===== config.mk =====
export PLATFORM = sky130hd
export DESIGN_NAME = multi_mode_reg_bank
export DESIGN_NICKNAME = d
export VERILOG_FILES = /design/src/rtl/mmreg_pkg.sv /design/src/rtl/mmreg_channel.sv /design/src/rtl/multi_mode_reg_bank.sv
export SDC_FILE = /design/constraint.sdc
export NUM_CORES = 1
export LEC_CHECK = 0
export CELL_PAD_IN_SITES_DETAIL_PLACEMENT = 1
export CELL_PAD_IN_SITES_GLOBAL_PLACEMENT = 1
export CORE_MARGIN = 4
export CORE_UTILIZATION = 37
export DETAILED_ROUTE_END_ITERATION = 6
export PLACE_DENSITY_LB_ADDON = 0.05
export SLEW_MARGIN = 20
export SYNTH_ARGS = -nofsm -noshare
export SYNTH_HDL_FRONTEND = slang
export SYNTH_HIERARCHICAL = 1
export SYNTH_SLANG_ARGS = --single-unit

===== constraint.sdc =====
create_clock -name ck -period 3.7 [get_ports ck]
set_input_delay 0.74 -clock ck [delete_from_list [all_inputs] [get_ports ck]]
set_output_delay 0.74 -clock ck [all_outputs]
set_load 0.1 [all_outputs]

===== src/rtl/mmreg_pkg.sv =====
// mmreg_pkg: shared types and next-state logic for the multi-mode register bank.
// Contents:
//   mode_t     - per-channel storage mode (D, T, JK, SR)
//   MAX_WIDTH  - widest supported channel; ff_next works at this width
//   ff_next()  - per-bit next value for a given mode, current q and inputs a/b
package mmreg_pkg;

    localparam int unsigned MAX_WIDTH = 32;
    localparam int unsigned MODE_W    = 2;

    typedef enum logic [MODE_W-1:0] {
        MODE_D  = 2'b00,
        MODE_T  = 2'b01,
        MODE_JK = 2'b10,
        MODE_SR = 2'b11
    } mode_t;

    // Next stored value for an enabled update. Callers zero-extend to MAX_WIDTH
    // and truncate the result back to their channel width.
    function automatic logic [MAX_WIDTH-1:0] ff_next(
        input mode_t                mode,
        input logic [MAX_WIDTH-1:0] q,
        input logic [MAX_WIDTH-1:0] a,
        input logic [MAX_WIDTH-1:0] b
    );
        logic [MAX_WIDTH-1:0] both;
        logic [MAX_WIDTH-1:0] nxt;
        both = a & b;
        nxt  = q;
        unique case (mode)
            MODE_D:  nxt = a;
            MODE_T:  nxt = q ^ a;
            MODE_JK: nxt = (a & ~q) | (~b & q);
            // S=R=1 bits keep q; all other bits follow set/reset.
            MODE_SR: nxt = ((a | (q & ~b)) & ~both) | (q & both);
            default: nxt = q;
        endcase
        return nxt;
    endfunction

endpackage


===== src/rtl/mmreg_channel.sv =====
// mmreg_channel: one WIDTH-bit storage channel of the multi-mode register bank.
// Ports:
//   ck, rst        - clock, asynchronous active-high reset
//   en_i, clr_i    - update enable, synchronous clear (clr has priority)
//   mode_i         - storage mode for this cycle
//   a_i, b_i       - primary (D/T/J/S) and secondary (K/R) inputs
//   q_o, qn_o      - stored value and its exact complement
//   changed_o      - high for one cycle after q changed
//   err_o          - sticky S=R=1 flag (only with MMREG_ILLEGAL_DET_EN, else 0)
module mmreg_channel
    import mmreg_pkg::*;
#(
    parameter int unsigned WIDTH = 8
) (
    input  logic             ck,
    input  logic             rst,
    input  logic             en_i,
    input  logic             clr_i,
    input  mode_t            mode_i,
    input  logic [WIDTH-1:0] a_i,
    input  logic [WIDTH-1:0] b_i,
    output logic [WIDTH-1:0] q_o,
    output logic [WIDTH-1:0] qn_o,
    output logic             changed_o,
    output logic             err_o
);

    logic [WIDTH-1:0] q_q,  q_d;
    logic [WIDTH-1:0] qn_q;
    logic             changed_q, changed_d;

    // Next-state: clr > en > hold.
    always_comb begin
        q_d = q_q;
        if (clr_i) begin
            q_d = '0;
        end else if (en_i) begin
            q_d = WIDTH'(ff_next(mode_i, MAX_WIDTH'(q_q), MAX_WIDTH'(a_i), MAX_WIDTH'(b_i)));
        end
        changed_d = (q_d != q_q);
    end

    // qn is its own register loaded with ~q_d so it stays an exact complement.
    always_ff @(posedge ck or posedge rst) begin
        if (rst) begin
            q_q       <= '0;
            qn_q      <= '1;
            changed_q <= 1'b0;
        end else begin
            q_q       <= q_d;
            qn_q      <= ~q_d;
            changed_q <= changed_d;
        end
    end

    assign q_o       = q_q;
    assign qn_o      = qn_q;
    assign changed_o = changed_q;

`ifdef MMREG_ILLEGAL_DET_EN
    logic err_q, err_d;

    // Sticky: set on an enabled SR update with any S=R=1 bit, cleared by clr.
    always_comb begin
        err_d = err_q;
        if (clr_i) begin
            err_d = 1'b0;
        end else if (en_i && (mode_i == MODE_SR) && (|(a_i & b_i))) begin
            err_d = 1'b1;
        end
    end

    always_ff @(posedge ck or posedge rst) begin
        if (rst) begin
            err_q <= 1'b0;
        end else begin
            err_q <= err_d;
        end
    end

    assign err_o = err_q;
`else
    assign err_o = 1'b0;
`endif

endmodule


===== src/rtl/multi_mode_reg_bank.sv =====
// multi_mode_reg_bank: CHANNELS independent WIDTH-bit registers, each acting
// as a D, T, JK or SR flip-flop array selected per cycle by its mode field.
// Optional feature macro: MMREG_ILLEGAL_DET_EN (sticky S=R=1 detection on err).
// Ports:
//   ck, rst   - clock, asynchronous active-high reset
//   en, clr   - per-channel update enable / synchronous clear
//   mode      - 2 bits per channel, channel i at mode[2*i +: 2] (mode_t encoding)
//   a, b      - WIDTH bits per channel, channel i at [i*WIDTH +: WIDTH]
//   q, qn     - stored value and exact complement, same packing as a
//   changed   - per-channel one-cycle pulse after q changed
//   err       - per-channel sticky illegal-input flag (0 without the macro)
module multi_mode_reg_bank
    import mmreg_pkg::*;
#(
    parameter int unsigned WIDTH    = 8,
    parameter int unsigned CHANNELS = 4
) (
    input  logic                        ck,
    input  logic                        rst,
    input  logic [CHANNELS-1:0]         en,
    input  logic [CHANNELS-1:0]         clr,
    input  logic [MODE_W*CHANNELS-1:0]  mode,
    input  logic [WIDTH*CHANNELS-1:0]   a,
    input  logic [WIDTH*CHANNELS-1:0]   b,
    output logic [WIDTH*CHANNELS-1:0]   q,
    output logic [WIDTH*CHANNELS-1:0]   qn,
    output logic [CHANNELS-1:0]         changed,
    output logic [CHANNELS-1:0]         err
);

    for (genvar i = 0; i < CHANNELS; i++) begin : g_ch
        mmreg_channel #(
            .WIDTH (WIDTH)
        ) u_ch (
            .ck        (ck),
            .rst       (rst),
            .en_i      (en[i]),
            .clr_i     (clr[i]),
            .mode_i    (mode_t'(mode[MODE_W*i +: MODE_W])),
            .a_i       (a[WIDTH*i +: WIDTH]),
            .b_i       (b[WIDTH*i +: WIDTH]),
            .q_o       (q[WIDTH*i +: WIDTH]),
            .qn_o      (qn[WIDTH*i +: WIDTH]),
            .changed_o (changed[i]),
            .err_o     (err[i])
        );
    end

endmodule


==> flow_summary_export.csv, run 1 <==
group,metric,value,unit
final_layout,fin_area,7050,µm²
worst_hold_path,min_to,"g_ch[2].u_ch/changed_o",
routing,wirelength,18300,µm
worst_hold_path,hold_path_depth,2,
critical_path,ff2ff_path_depth,5,
routing,drt-pass1-iter-count,4,
floorplan,die_h,126,µm
floorplan,io_pins,154,
final_layout,diodes,0,
critical_path,cp-startpoint,"mode[0]",
clock_tree,clkTransAtPathRegs,60,ps
sta,clock.fmax,357,MHz
routing,first_iter_violations,438,
sta,rsz0062_at_grt,"no",
routing,via_per_inst,5.93,
clock_tree,cts_tree,"done",
critical_path,cp-start-kind,"input port",
sta,fin_ws,897,ps
clock_tree,post_cts_buffers,0,
floorplan,core_region_area,13500,µm²
sta,fin_skew,6.21,ps
worst_hold_path,worstHoldStart,"g_ch[2].u_ch/q_o[0]",
sta,setup_tns,0,ps
clock_tree,insertion_delay,340,ps
flow_run,maxCapViolations,0,
pwr,ir_worst_vdd,204,µV
clock_tree,numCtsBuffers,9,
global_route,grt-ovfl-total,0,
synth,ys_ff_latch,68,
pwr,power_density,408,nW/µm²
placed_design,gp_congestion,0.834,
final_layout,fill_cells,1649,
critical_path,setup.worst_path.class,"in -> reg",
floorplan,initial_utilization,38.5,%
critical_path,endpoint_kind,"flip-flop",
global_route,grt_pass1_wl,30100,µm
floorplan,rows,42,
pwr,totalPowerFinal,2880,µW
sta,period_share,75.8,%
synth,netlist.area_leader.share,17.4,%
critical_path,required,3900,ps
synth,avgSynthCellArea,7.72,µm²
floorplan,die_w,126,µm
synth,synth-main-ff-cell,"dfrtp_1",
sta,maxSlewHeadroom,33.0,%
run_status,status,"complete, no violations",
floorplan,die_area,15900,µm²
final_layout,area_delta_synth_final,36.3,%
placed_design,dpl-instance-area,6720,µm²
clock_tree,cts_resized,0,
final_layout,drive_above_1_share,9.50,%
pwr,leakage,0.00285,µW
critical_path,r2r-end,"g_ch[1].u_ch/changed_o",
global_route,gr-usage-all-layers,22.7,%
routing,final_antenna_net_count,0,
synth,ys_seq_area_share,33.7,%
sta,fin_crit,2800,ps
synth,syn_area,5170,µm²
synth,synth_edf_count,0,
worst_hold_path,hold_path_class,"reg -> reg",
global_route,grt_pass1_vias,5906,
sta,setup_violations,0,
clock_tree,clockBufferDepth,2,
sta,worst_pin_slew,1000,ps
critical_path,cp.arrival,3000,ps
placed_design,portBuffers,149,
routing,via_count,5786,
clock_tree,cts_hold_buffers,0,
synth,synthDistinctLibCells,59,
synth,synth_largest_area_cell,"dfrtp_1",
synth,ys_warn_count,6,
critical_path,timing.rr.start,"g_ch[1].u_ch/q_o[5]",
clock_tree,cts-root-buf,"clkbuf_16",
synth,synthCells,670,
critical_path,path_max_fanout,14,
placed_design,place_ws,610,ps
synth,yosys-top-cells-area,"dfrtp_1 17%, dfstp_2 16%, nand2_1 6.7%",
final_layout,num-nets-final,877,
clock_tree,h-tree-depth,3,
placed_design,dp_hpwl,13400,µm
synth,synthesis.nets,752,
sta,hold_viol_final,0,
critical_path,rrSetupSlack,1810,ps
global_route,antenna_found_initial,0,
synth,async_reset_ff_share,100,%
global_route,grt_max_degree,41,
routing,drc,0,
clock_tree,clock-sinks,68,
sta,maxSlewViolCount,0,
routing,wl_per_cell,18.7,µm
power by group:
| group | switching [µW] | leakage (µW) | total [µW] | internal [µW] |
|---|---|---|---|---|
| Combinational | 714 | 0.00188 | 1020 | 306 |
| Sequential | 60.8 | 0.000806 | 874 | 813 |
| Clock | 338 | 0.000162 | 984 | 646 |
| Total | 1110 | 0.00285 | 2880 | 1770 |
final cells by class:
class,count,area [µm²],area share [%]
multi-input combinational,507,3000,42.5
clock buffer,13,270,3.83
sequential,68,1740,24.7
clock inverter,3,67.6,0.958
inverter,46,176,2.50
timing repair buffer,163,1580,22.4
tap,176,220,3.12
routing by layer:
layer / wire [µm] / up-vias / track usage [%]
met2: 9110 / 166 / 38.8
met3: 804 / 24 / 3.68
met4: 280 / 0 / 7.26
met1: 8080 / 2865 / 29.3
met5: 0 / - / 0
li1: - / 2731 / -
synth_stat cells (4+ instances only):
cell type and n:
inv_1 43, nand3_1 41, buf_2 17, or3_1 6, dfstp_2 32, mux2i_1 6
nor2b_1 12, and3_1 10, a22oi_1 7, clkbuf_1 21, o211ai_1 7, o2111ai_1 4
nand4b_1 22, nor2_1 39, a2111o_1 13, o22ai_1 49, a21oi_1 43, nand2_1 92
conb_1 4, nand2b_1 7, and4b_1 4, o21ai_0 23, and2_1 12, nor3_1 6
nand4_1 5, a211oi_1 14, dfrtp_1 36, o31ai_1 9, a31oi_1 23, buf_4 9
state kept, by name, indices dropped and copies added, names as in the netlist:
| name | cells |
|---|---|
| g_ch.u_ch/changed_o | 4 |
| g_ch.u_ch/qn_o | 32 |
| g_ch.u_ch/q_o | 32 |
per-stage QoR:
stage | instances | util (%) | hold slack (ps)
finish | 976 | 52.4 | 675
global route | 976 | 52.4 | 731
CTS | 976 | 52.4 | 674
detailed placement | 960 | 49.9 | 661
global placement | 960 | 49.9 | 645
floorplan | 670 | - | 660
placed cells by master, fill, tap and decap left out, types with 9 or more instances in the layout:
cell / Yosys / routed
a211oi_1: 14 / 14
a31oi_1: 23 / 23
nor2_1: 39 / 39
nor2b_1: 12 / 12
dfrtp_1: 36 / 36
nand3_1: 41 / 41
buf_4: 9 / 21
o22ai_1: 49 / 49
inv_1: 43 / 43
clkbuf_16: 0 / 9
o31ai_1: 9 / 9
dfstp_2: 32 / 32
nand2_1: 92 / 92
and2_1: 12 / 12
and3_1: 10 / 10
a21oi_1: 43 / 43
clkdlybuf4s50_1: 0 / 142
a2111o_1: 13 / 13
o21ai_0: 23 / 23
nand4b_1: 22 / 22
cells by family (layout without fill, tap and decap cells):
| logic type | after synthesis | after routing | synth area share, % |
|---|---|---|---|
| AO/OA/AOI/OAI | 220 | 220 | 28.5 |
| XOR/XNOR | 4 | 4 | 0.677 |
| buffers and inverters | 95 | 225 | 8.39 |
| flip-flops | 68 | 68 | 33.7 |
| multiplexers | 6 | 6 | 1.16 |
| other | 4 | 4 | 0.290 |
| AND/OR/NAND/NOR | 273 | 273 | 27.3 |
worst max-delay path by stage:
stage          cells after the start                endpoint
6_report                           7  g_ch[0].u_ch/changed_o
5_1_grt                            8  g_ch[1].u_ch/changed_o
4_1_cts                            1                   q[10]
3_5_place_dp                       7  g_ch[0].u_ch/changed_o
3_3_place_gp                       7  g_ch[0].u_ch/changed_o
2_1_floorplan                      7  g_ch[1].u_ch/changed_o
worst max-delay path, stage by stage:
cell	delay (ps)
clkdlybuf4s50_1	870
inv_1	320
o211a_1	310
a21oi_1	130
o221ai_1	120
nor4_1	340
nand4_1	160
Note: power is estimated with default switching activity, not from simulation.
==> inputs of run 2 (changes only) <==
--- a/config.mk
+++ b/config.mk
@@ -8,7 +8,7 @@
 export CELL_PAD_IN_SITES_DETAIL_PLACEMENT = 1
 export CELL_PAD_IN_SITES_GLOBAL_PLACEMENT = 1
 export CORE_MARGIN = 4
-export CORE_UTILIZATION = 37
+export CORE_UTILIZATION = 35
 export DETAILED_ROUTE_END_ITERATION = 6
 export PLACE_DENSITY_LB_ADDON = 0.05
 export SLEW_MARGIN = 20
==> constraint.sdc (replaced) <==
create_clock -name ck -period 2.6 [get_ports ck]
set_input_delay 0.52 -clock ck [delete_from_list [all_inputs] [get_ports ck]]
set_output_delay 0.52 -clock ck [all_outputs]
set_load 0.1 [all_outputs]
==> flow_summary_export.csv, run 2 (synthesized netlist as in run 1, its figures left out) <==
group,metric,value,unit
clock_tree,insertion_delay,350,ps
sta,clock.fmax,452,MHz
clock_tree,clock-sinks,68,
pwr,leakage,0.00301,µW
sta,period_share,85.2,%
routing,wirelength,19100,µm
placed_design,gp_congestion,0.854,
pwr,pwr-share-clk,33.1,%
sta,rsz0062_at_grt,"no",
run_status,status,"complete, no violations",
global_route,antenna_found_initial,0,
final_layout,fin_area,7090,µm²
final_layout,final_util,48.8,%
sta,fin_ws,385,ps
global_route,grt_pass1_wl,30800,µm
placed_design,dp.cells,990,
pwr,pwr-share-seq,30.7,%
clock_tree,cts_resized,0,
routing,drc,0,
critical_path,cp-start-kind,"input port",
sta,maxSlewHeadroom,49.4,%
floorplan,die_w,130,µm
final_layout,layout_common_cells,"101 x buf_4, 92 x nand2_1, 81 x clkdlybuf4s50_1, 49 x o22ai_1",
clock_tree,h-tree-depth,3,
clock_tree,cts_hold_buffers,0,
placed_design,dp_hpwl,14200,µm
global_route,grt-ovfl-total,0,
floorplan,rows,44,
placed_design,dpl-instance-area,6780,µm²
routing,wl_per_cell,19.0,µm
routing,drt-pass1-iter-count,4,
critical_path,setup.worst_path.class,"in -> reg",
global_route,gr-usage-all-layers,22.7,%
sta,fin_skew,5.62,ps
placed_design,portBuffers,149,
global_route,use_met3,3.46,%
final_layout,area_delta_synth_final,36.9,%
pwr,p_comb_share,36.2,%
global_route,grt_pass1_vias,6053,
pwr,swShare,39.9,%
floorplan,initial_utilization,35.6,%
floorplan,die_h,130,µm
placed_design,place_ws,54.7,ps
clock_tree,clockBufferDepth,2,
sta,worst_pin_slew,758,ps
routing,final_antenna_net_count,0,
critical_path,required,2800,ps
floorplan,die_area,16800,µm²
sta,fin_crit,2210,ps
final_layout,drive_above_1_share,19.2,%
global_route,grt_max_degree,34,
final_layout,num-nets-final,899,
global_route,grt_use_met2,39.7,%
floorplan,core_region_area,14500,µm²
clock_tree,clkTransAtPathRegs,60,ps
pwr,p_sw,1620,µW
sta,maxSlewViolCount,0,
clock_tree,numCtsBuffers,9,
clock_tree,post_cts_buffers,0,
worst_hold_path,hold_path_class,"in -> async",
final_layout,mostFrequentLayoutCell,"buf_4",
routing,via_count,5836,
critical_path,cp.arrival,2410,ps
clock_tree,cts-root-buf,"clkbuf_16",
routing,first_iter_violations,338,
clock_tree,cts_tree,"done",
routing,via_per_inst,5.80,
final_layout,fill_cells,1797,
sta,hold_viol_final,0,
final_layout,diodes,0,
global_route,met1_usage,28.5,%
critical_path,path_max_fanout,16,
sta,setup_violations,0,
sta,setup_tns,0,ps
pwr,ir_worst_vdd,344,µV
flow_run,maxCapViolations,0,
final_layout,layoutNonFillerInstCount,1006,
global_route,busiest_layer,"met2",
floorplan,io_pins,154,
pwr,power_density,572,nW/µm²
critical_path,endpoint_kind,"flip-flop",
pwr,power.internal,2430,µW
==> run 2: cell count changes in the layout (fill, tap and decap cells not counted), sizes merged <==
cell           before  now
buf                21  104
clkbuf             13   11
clkdlybuf4s50     142   81
clkinv              3    5
==> run 2: cell type report <==
cell class | instances | area [µm²] | area share (%)
inverter | 46 | 176 | 2.49
clock buffer | 11 | 233 | 3.28
sequential | 68 | 1740 | 24.6
clock inverter | 5 | 77.6 | 1.09
multi-input combinational | 507 | 3000 | 42.3
timing repair buffer | 185 | 1630 | 23.0
tap | 184 | 230 | 3.25
==> run 2: routing by layer <==
layer  part of all wire (%)  wire length [µm]  vias up
met5                      0                 0        -
met4                    1.6               306        0
met2                     50              9620      160
li1                       -                 -     2776
met3                    5.0               960       20
met1                     43              8180     2880
==> run 2: final timing paths <==
kind / startpoint / endpoint / slack (ps) / cells past startpoint
worst max-delay path: mode[5] / g_ch[2].u_ch/changed_o / 390 / 8
worst min-delay path: rst / g_ch[1].u_ch/q_o[5] / 670 / 2
worst max register to register: g_ch[2].u_ch/q_o[0] / g_ch[2].u_ch/changed_o / 690 / 7
worst min register to register: g_ch[3].u_ch/q_o[0] / g_ch[3].u_ch/changed_o / 690 / 2
max in group asynchronous: rst / g_ch[0].u_ch/q_o[1] / 1420 / 2
min in group ck: g_ch[3].u_ch/q_o[0] / g_ch[3].u_ch/changed_o / 690 / 2
==> run 2: through the flow <==
step / hold slack [ps] / power [µW]
2_1_floorplan: 440 / 2260
3_3_place_gp: 647 / 2690
3_5_place_dp: 659 / 2720
4_1_cts: 681 / 4090
5_1_grt: 727 / 4230
6_report: 671 / 4050
==> run 2: power groups by stage <==
stage                     logic (µW)  registers (µW)  clock network (µW)
after floorplan                  463            1800                   0
after global placement          1430            1260                   0
after detailed placement        1460            1260                   0
after CTS                       1470            1250                1380
after global routing            1550            1260                1410
final                           1460            1240                1340
==> run 2: critical path, cell delays in order <==
cell and delay, ps:
clkdlybuf4s50_1 600, buf_4 260, nor2_1 70, a31oi_1 160, o22ai_1 130, and3_1 210, a221oi_1 290, nand4_1 170
